### src/rtl/rmst_arb_pkg.sv
// Shared definitions for the read-master command arbiter: FSM encoding and requester bounds.
package rmst_arb_pkg;

  localparam int unsigned NUM_REQ_MIN = 2;
  localparam int unsigned NUM_REQ_MAX = 8;

  typedef enum logic [1:0] {
    ST_IDLE  = 2'd0,
    ST_ISSUE = 2'd1,
    ST_WAIT  = 2'd2
  } state_e;

endpackage

### src/rtl/rmst_rr_picker.sv
// Combinational winner selection over the pending-request vector.
// Round-robin from ptr+1 by default; lowest index wins when RMST_ARB_FIXED_PRIO_EN is defined.
module rmst_rr_picker #(
  parameter int unsigned NUM_REQ = 2,
  parameter int unsigned IDX_W   = $clog2(NUM_REQ)
) (
  input  logic [NUM_REQ-1:0] pend,
  input  logic [IDX_W-1:0]   ptr,
  output logic [IDX_W-1:0]   win_idx_c,
  output logic               win_valid_c
);

`ifdef RMST_ARB_FIXED_PRIO_EN
  logic unused_ptr;
  assign unused_ptr = ^ptr;

  // Descending scan so the last hit, the lowest index, is the winner.
  always_comb begin
    win_idx_c   = '0;
    win_valid_c = 1'b0;
    for (int i = NUM_REQ - 1; i >= 0; i--) begin
      if (pend[i]) begin
        win_idx_c   = IDX_W'(i);
        win_valid_c = 1'b1;
      end
    end
  end
`else
  logic [IDX_W-1:0] cand;

  // Scan from farthest to nearest after ptr; the nearest pending requester overwrites last.
  always_comb begin
    win_idx_c   = '0;
    win_valid_c = 1'b0;
    cand        = '0;
    for (int unsigned k = NUM_REQ; k >= 1; k--) begin
      cand = IDX_W'((32'(ptr) + k) % NUM_REQ);
      if (pend[cand]) begin
        win_idx_c   = cand;
        win_valid_c = 1'b1;
      end
    end
  end
`endif

endmodule

### src/rtl/rmst_arbiter.sv
// Shares one AXI read-master command port among NUM_REQ prefetch buffers.
// Build option: RMST_ARB_FIXED_PRIO_EN selects fixed priority instead of round-robin.
module rmst_arbiter
  import rmst_arb_pkg::*;
#(
  parameter int unsigned NUM_REQ    = 2,
  parameter int unsigned ADDR_WIDTH = 64,
  parameter int unsigned IDX_W      = $clog2(NUM_REQ)
) (
  input  logic                          clk,
  input  logic                          rst_n,
  input  logic [NUM_REQ-1:0]            req_i,
  input  logic [NUM_REQ*ADDR_WIDTH-1:0] addr_i,
  output logic [NUM_REQ-1:0]            done_o,
  input  logic                          clear,
  output logic                          m_req,
  output logic [ADDR_WIDTH-1:0]         m_addr,
  input  logic                          m_done,
  output logic                          busy,
  output logic [IDX_W-1:0]              grant_idx,
  output logic [NUM_REQ-1:0]            overrun
);

  state_e                  state_q, state_d;
  logic [NUM_REQ-1:0]      pend;
  logic [ADDR_WIDTH-1:0]   paddr [NUM_REQ];
  logic                    drop, drop_d;
  logic                    m_req_d, busy_d;
  logic [ADDR_WIDTH-1:0]   m_addr_d;
  logic [IDX_W-1:0]        grant_d;
  logic [NUM_REQ-1:0]      done_d;
  logic [NUM_REQ-1:0]      grant_hit;
  logic [IDX_W-1:0]        win_idx_c;
  logic                    win_valid_c;

  rmst_rr_picker #(
    .NUM_REQ (NUM_REQ),
    .IDX_W   (IDX_W)
  ) u_picker (
    .pend        (pend),
    .ptr         (grant_idx),
    .win_idx_c   (win_idx_c),
    .win_valid_c (win_valid_c)
  );

  // FSM state and registered outputs.
  always_ff @(posedge clk or negedge rst_n) begin
    if (!rst_n) begin
      state_q   <= ST_IDLE;
      m_req     <= 1'b0;
      m_addr    <= '0;
      grant_idx <= IDX_W'(NUM_REQ - 1);
      done_o    <= '0;
      busy      <= 1'b0;
      drop      <= 1'b0;
    end else begin
      state_q   <= state_d;
      m_req     <= m_req_d;
      m_addr    <= m_addr_d;
      grant_idx <= grant_d;
      done_o    <= done_d;
      busy      <= busy_d;
      drop      <= drop_d;
    end
  end

  // Next state and output decode; a flush in IDLE blocks the grant since pend is being zeroed.
  always_comb begin
    state_d   = state_q;
    m_req_d   = 1'b0;
    m_addr_d  = m_addr;
    grant_d   = grant_idx;
    done_d    = '0;
    drop_d    = drop;
    grant_hit = '0;
    unique case (state_q)
      ST_IDLE: begin
        if (win_valid_c && !clear) begin
          state_d              = ST_ISSUE;
          m_req_d              = 1'b1;
          m_addr_d             = paddr[win_idx_c];
          grant_d              = win_idx_c;
          grant_hit[win_idx_c] = 1'b1;
        end
      end
      ST_ISSUE: begin
        state_d = ST_WAIT;
        if (clear) drop_d = 1'b1;
      end
      ST_WAIT: begin
        if (m_done) begin
          state_d = ST_IDLE;
          drop_d  = 1'b0;
          if (!drop && !clear) done_d[grant_idx] = 1'b1;
        end else if (clear) begin
          drop_d = 1'b1;
        end
      end
      default: state_d = ST_IDLE;
    endcase
    busy_d = (state_d != ST_IDLE);
  end

  // Request capture; a pulse landing on the grant cycle counts as a fresh request, not an overrun.
  always_ff @(posedge clk or negedge rst_n) begin
    if (!rst_n) begin
      pend    <= '0;
      overrun <= '0;
      for (int i = 0; i < NUM_REQ; i++) paddr[i] <= '0;
    end else if (clear) begin
      pend    <= '0;
      overrun <= '0;
    end else begin
      for (int i = 0; i < NUM_REQ; i++) begin
        if (req_i[i] && (!pend[i] || grant_hit[i])) begin
          pend[i]  <= 1'b1;
          paddr[i] <= addr_i[i*ADDR_WIDTH +: ADDR_WIDTH];
        end else begin
          if (grant_hit[i]) pend[i] <= 1'b0;
          if (req_i[i]) overrun[i] <= 1'b1;
        end
      end
    end
  end

endmodule

### config.mk
export PLATFORM = sky130hd
export DESIGN_NAME = rmst_arbiter
export DESIGN_NICKNAME = d
export VERILOG_FILES = /design/src/rtl/rmst_arb_pkg.sv /design/src/rtl/rmst_rr_picker.sv /design/src/rtl/rmst_arbiter.sv
export SDC_FILE = /design/constraint.sdc
export NUM_CORES = 1
export LEC_CHECK = 0
export BUFFER_PORTS_ARGS = -buffer_cell sky130_fd_sc_hd__clkbuf_2
export CORE_UTILIZATION = 43
export CTS_CLUSTER_SIZE = 8
export DETAILED_ROUTE_END_ITERATION = 8
export PLACE_DENSITY = 0.69
export SLEW_MARGIN = 10
export SYNTH_ARGS = -nofsm -noshare
export SYNTH_HDL_FRONTEND = slang
export SYNTH_SLANG_ARGS = --single-unit
### constraint.sdc
create_clock -name clk -period 2.15 [get_ports clk]
set_input_delay 0.3225 -clock clk [delete_from_list [all_inputs] [get_ports clk]]
set_output_delay 0.3225 -clock clk [all_outputs]
set_load 0.01 [all_outputs]
==> results.ini <==
[cts]
bufs_on_longest_clock_path=3
cts_setup_buffers=0
numClockSinks=204
cts_tree=built
cts_htree_levels=1
numCtsBuffers=29
clk-insertion-delay-late_ps=510
clkSlewWorstSetupHoldPaths_ps=50
clockRootBuffer=sky130_fd_sc_hd__clkbuf_16

[grt]
global_route.usage.total_pct=20.4
grt_antenna_before_repair=0
grt_start_max_net_pins=66
first_global_vias=6227
grt_first_pass_wirelength_um=31500
grt_overflow_total=0

[run]
cap_viol_max_count=0

[worst_setup_path]
reg2reg_slack_ps=80
crit_buf_inv=3
reg2reg_depth=7
slowest_stage=sky130_fd_sc_hd__a222oi_1
critPathCaptureType=register
timing.critical_path.from_type=register
cp_max_fo=31
timing.critical_path.cells=inv_1 -> ha_1 -> and2b_1 -> and3_2 -> buf_6 -> a222oi_1 -> inv_1
reg2reg_from=state_q[0]$_DFF_PN0_
crit_arrival_ps=2450
timing.critical_path.required_ps=2540
worst_r2r_endpoint=m_addr[0]$_DFFE_PN0P_
worstSetupStartpoint=state_q[0]$_DFF_PN0_
critPathCapture=m_addr[0]$_DFFE_PN0P_
cpLargestDelayFamily=simple AND/OR/NAND/NOR gates
worst_path_most_repeated_cell=sky130_fd_sc_hd__inv_1
cpPeakStageDelay_ps=420
timing_worst_setup_path_type=reg -> reg
worst-path-stages=7

[final_layout]
num_antenna_cells=0
final_layout_size_suffix_gt1_share_pct=48.7
postLayoutCellArea_mm2=0.0101
synthToLayoutAreaGrowth_pct=25.6
finish.net_count=895
final_cells=997

[placement]
place.port_buffers=204
dp.final_hpwl_um=12800
routabilityCongestion=0.798
instance_area_after_placement_mm2=0.00928
place_inst=954

[sta]
fin_setup_tns_ps=0
report.final.hold_viol_count=0
whs_ps=27.9
max_slew.worst_pin.slew_ps=546
period_minus_slack_ps=2070
report.final.setup_viol=0
rsz_0062_raised_after_global_routing=false
slew_viol_final=0
timing.final.crit_share_pct=96.2
relSlewSlack_pct=63.4
max_frequency_mhz=484
worst_clock_skew_ps=14.7

[detailed_routing]
drt_first_iter_violations=560
avgViaCountPerCell=5.49
totalWireLength_um=19500
avgRoutedWirePerCell_um=19.5
via_count=5474
route.antenna.remaining_nets=0
drt_drc_violations_left=12
drt-pass1-iter-count=9

[yosys]
synth-edff-count=0
synth_area_per_cell_um2=14.9
seq_area_frac_synth_pct=63.6
synthDominantAreaCellType=sky130_fd_sc_hd__dfrtp_1
post_synth_num_cell_types=28
synthesis.nets=678
postSynthCellCount=540
postSynth.asyncResetShare_pct=100
post_synth_instance_area_mm2=0.00803
synthFlopType=sky130_fd_sc_hd__dfrtp_1
yosys_warnings=0
synth.top_cells.by_area=sky130_fd_sc_hd__dfrtp_1 (63%), sky130_fd_sc_hd__mux2_2 (16%), sky130_fd_sc_hd__a222oi_1 (8.0%), sky130_fd_sc_hd__inv_1 (3.1%), sky130_fd_sc_hd__buf_6 (1.7%)
synth.top_cell.area_share_pct=63.3
synth_seq_cells=204
yosys-top-cells-count=sky130_fd_sc_hd__dfrtp_1 (203), sky130_fd_sc_hd__mux2_2 (116), sky130_fd_sc_hd__inv_1 (67)
yosysMostFrequentCell=sky130_fd_sc_hd__dfrtp_1

[pwr]
power_density_mw_per_mm2=1290
post-layout-total-power_mw=13.0
leakage_nw=5.08
power.ir.vdd_worst_uv=652

[floorplanning]
vert_die_dim_um=139
initial_core_util_pct=44.2
die_x_um=139
floorplan.die_area_mm2=0.0192
floorplan.core_area_mm2=0.0181
floorplan.io_pins=205
floorplan.rows=49

[worst_hold_path]
min_path_type=in -> reg
holdCritStartpoint=addr_i[5]
whs_path_depth=2

[outcome]
status=complete, but fails checks
violations_in_the_final_reports=DRC

## timing repair
| item | CTS | global route |
|---|---|---|
| resized for setup | 0 | 2 |
| setup endpoints to repair | 0 | 20 |
| hold endpoints to repair | 58 | 0 |
| hold buffers | 1 | 0 |
## cell families after synthesis
kind of cell	Yosys count	share of synthesized area, %
AO/OA/AOI/OAI	80	9.40
multiplexers	128	18.0
AND/OR/NAND/NOR	21	1.34
buffers and inverters	103	7.05
adder cells (fa/ha/maj)	4	0.624
flip-flops	204	63.6
## sequential cells by signal, indices dropped and copies added, names as in the netlist
register / flops
overrun: 2
state_q: 2
busy: 1
pend: 2
done_o: 2
m_addr: 64
m_req: 1
grant_idx: 1
paddr: 128
drop: 1
## how the worst min path moves through the flow
stage | end | slack [ps]
after floorplan | busy$_DFF_PN0_ | 30
after global placement | paddr[72]$_DFFE_PN0P_ | 350
after detailed placement | paddr[74]$_DFFE_PN0P_ | 360
after CTS | paddr[101]$_DFFE_PN0P_ | 10
after global routing | paddr[101]$_DFFE_PN0P_ | 20
final | paddr[69]$_DFFE_PN0P_ | 30
## layout by cell type (no fill, tap or decap)
cell	count
sky130_fd_sc_hd__a21oi_1	4
sky130_fd_sc_hd__a21oi_4	2
sky130_fd_sc_hd__a222oi_1	64
sky130_fd_sc_hd__a31oi_1	4
sky130_fd_sc_hd__and2b_1	1
sky130_fd_sc_hd__and3_2	2
sky130_fd_sc_hd__buf_12	9
sky130_fd_sc_hd__buf_4	6
sky130_fd_sc_hd__buf_6	2
sky130_fd_sc_hd__clkbuf_1	11
sky130_fd_sc_hd__clkbuf_16	29
sky130_fd_sc_hd__clkbuf_2	203
sky130_fd_sc_hd__clkbuf_8	1
sky130_fd_sc_hd__clkinv_2	1
sky130_fd_sc_hd__dfrtp_1	203
sky130_fd_sc_hd__dfstp_2	1
sky130_fd_sc_hd__dlygate4sd3_1	1
sky130_fd_sc_hd__ha_1	4
sky130_fd_sc_hd__inv_1	67
sky130_fd_sc_hd__inv_6	1
sky130_fd_sc_hd__mux2_1	12
sky130_fd_sc_hd__mux2_2	116
sky130_fd_sc_hd__nand2_1	4
sky130_fd_sc_hd__nand2b_1	3
sky130_fd_sc_hd__nand3_1	2
sky130_fd_sc_hd__nor2_1	6
sky130_fd_sc_hd__nor2b_1	1
sky130_fd_sc_hd__nor4_1	1
sky130_fd_sc_hd__nor4b_1	1
sky130_fd_sc_hd__o21a_1	2
sky130_fd_sc_hd__o21ai_0	2
sky130_fd_sc_hd__o21ai_4	1
sky130_fd_sc_hd__o22ai_1	1
## routing by layer
layer / vias up / GRT usage, % / part of all wire, % / wire length [µm]
li1: 2406 / - / - / -
met1: 2815 / 23.1 / 38 / 7400
met2: 211 / 37.7 / 53 / 10300
met3: 42 / 3.87 / 6.3 / 1230
met4: 0 / 8.71 / 2.9 / 572
met5: - / 0 / 0 / 0
## metrics by stage
step                      setup slack [ps]  utilization [%]
after detailed placement              38.1             51.1
after CTS                             35.4             55.5
after global placement                 195             51.1
after global routing                  11.7             55.5
after floorplan                        339                -
final                                 82.0             55.5
## power breakdown
| group | switching [mW] | leakage [nW] | internal (mW) |
|---|---|---|---|
| logic | 1.62 | 2.24 | 1.57 |
| clock network | 1.50 | 0.379 | 2.42 |
| registers | 0.759 | 2.45 | 5.14 |
| total | 3.88 | 5.08 | 9.13 |
## final cells by class
type	instances	area, µm²
fillers	1487	8070
flip-flops and latches	204	5110
multi-input cells	233	2370
repair buffers	222	1290
clock buffers	40	767
well taps	229	287
inverters	67	251
clock inverters	2	13.8
(Power assumes the default switching activity.)
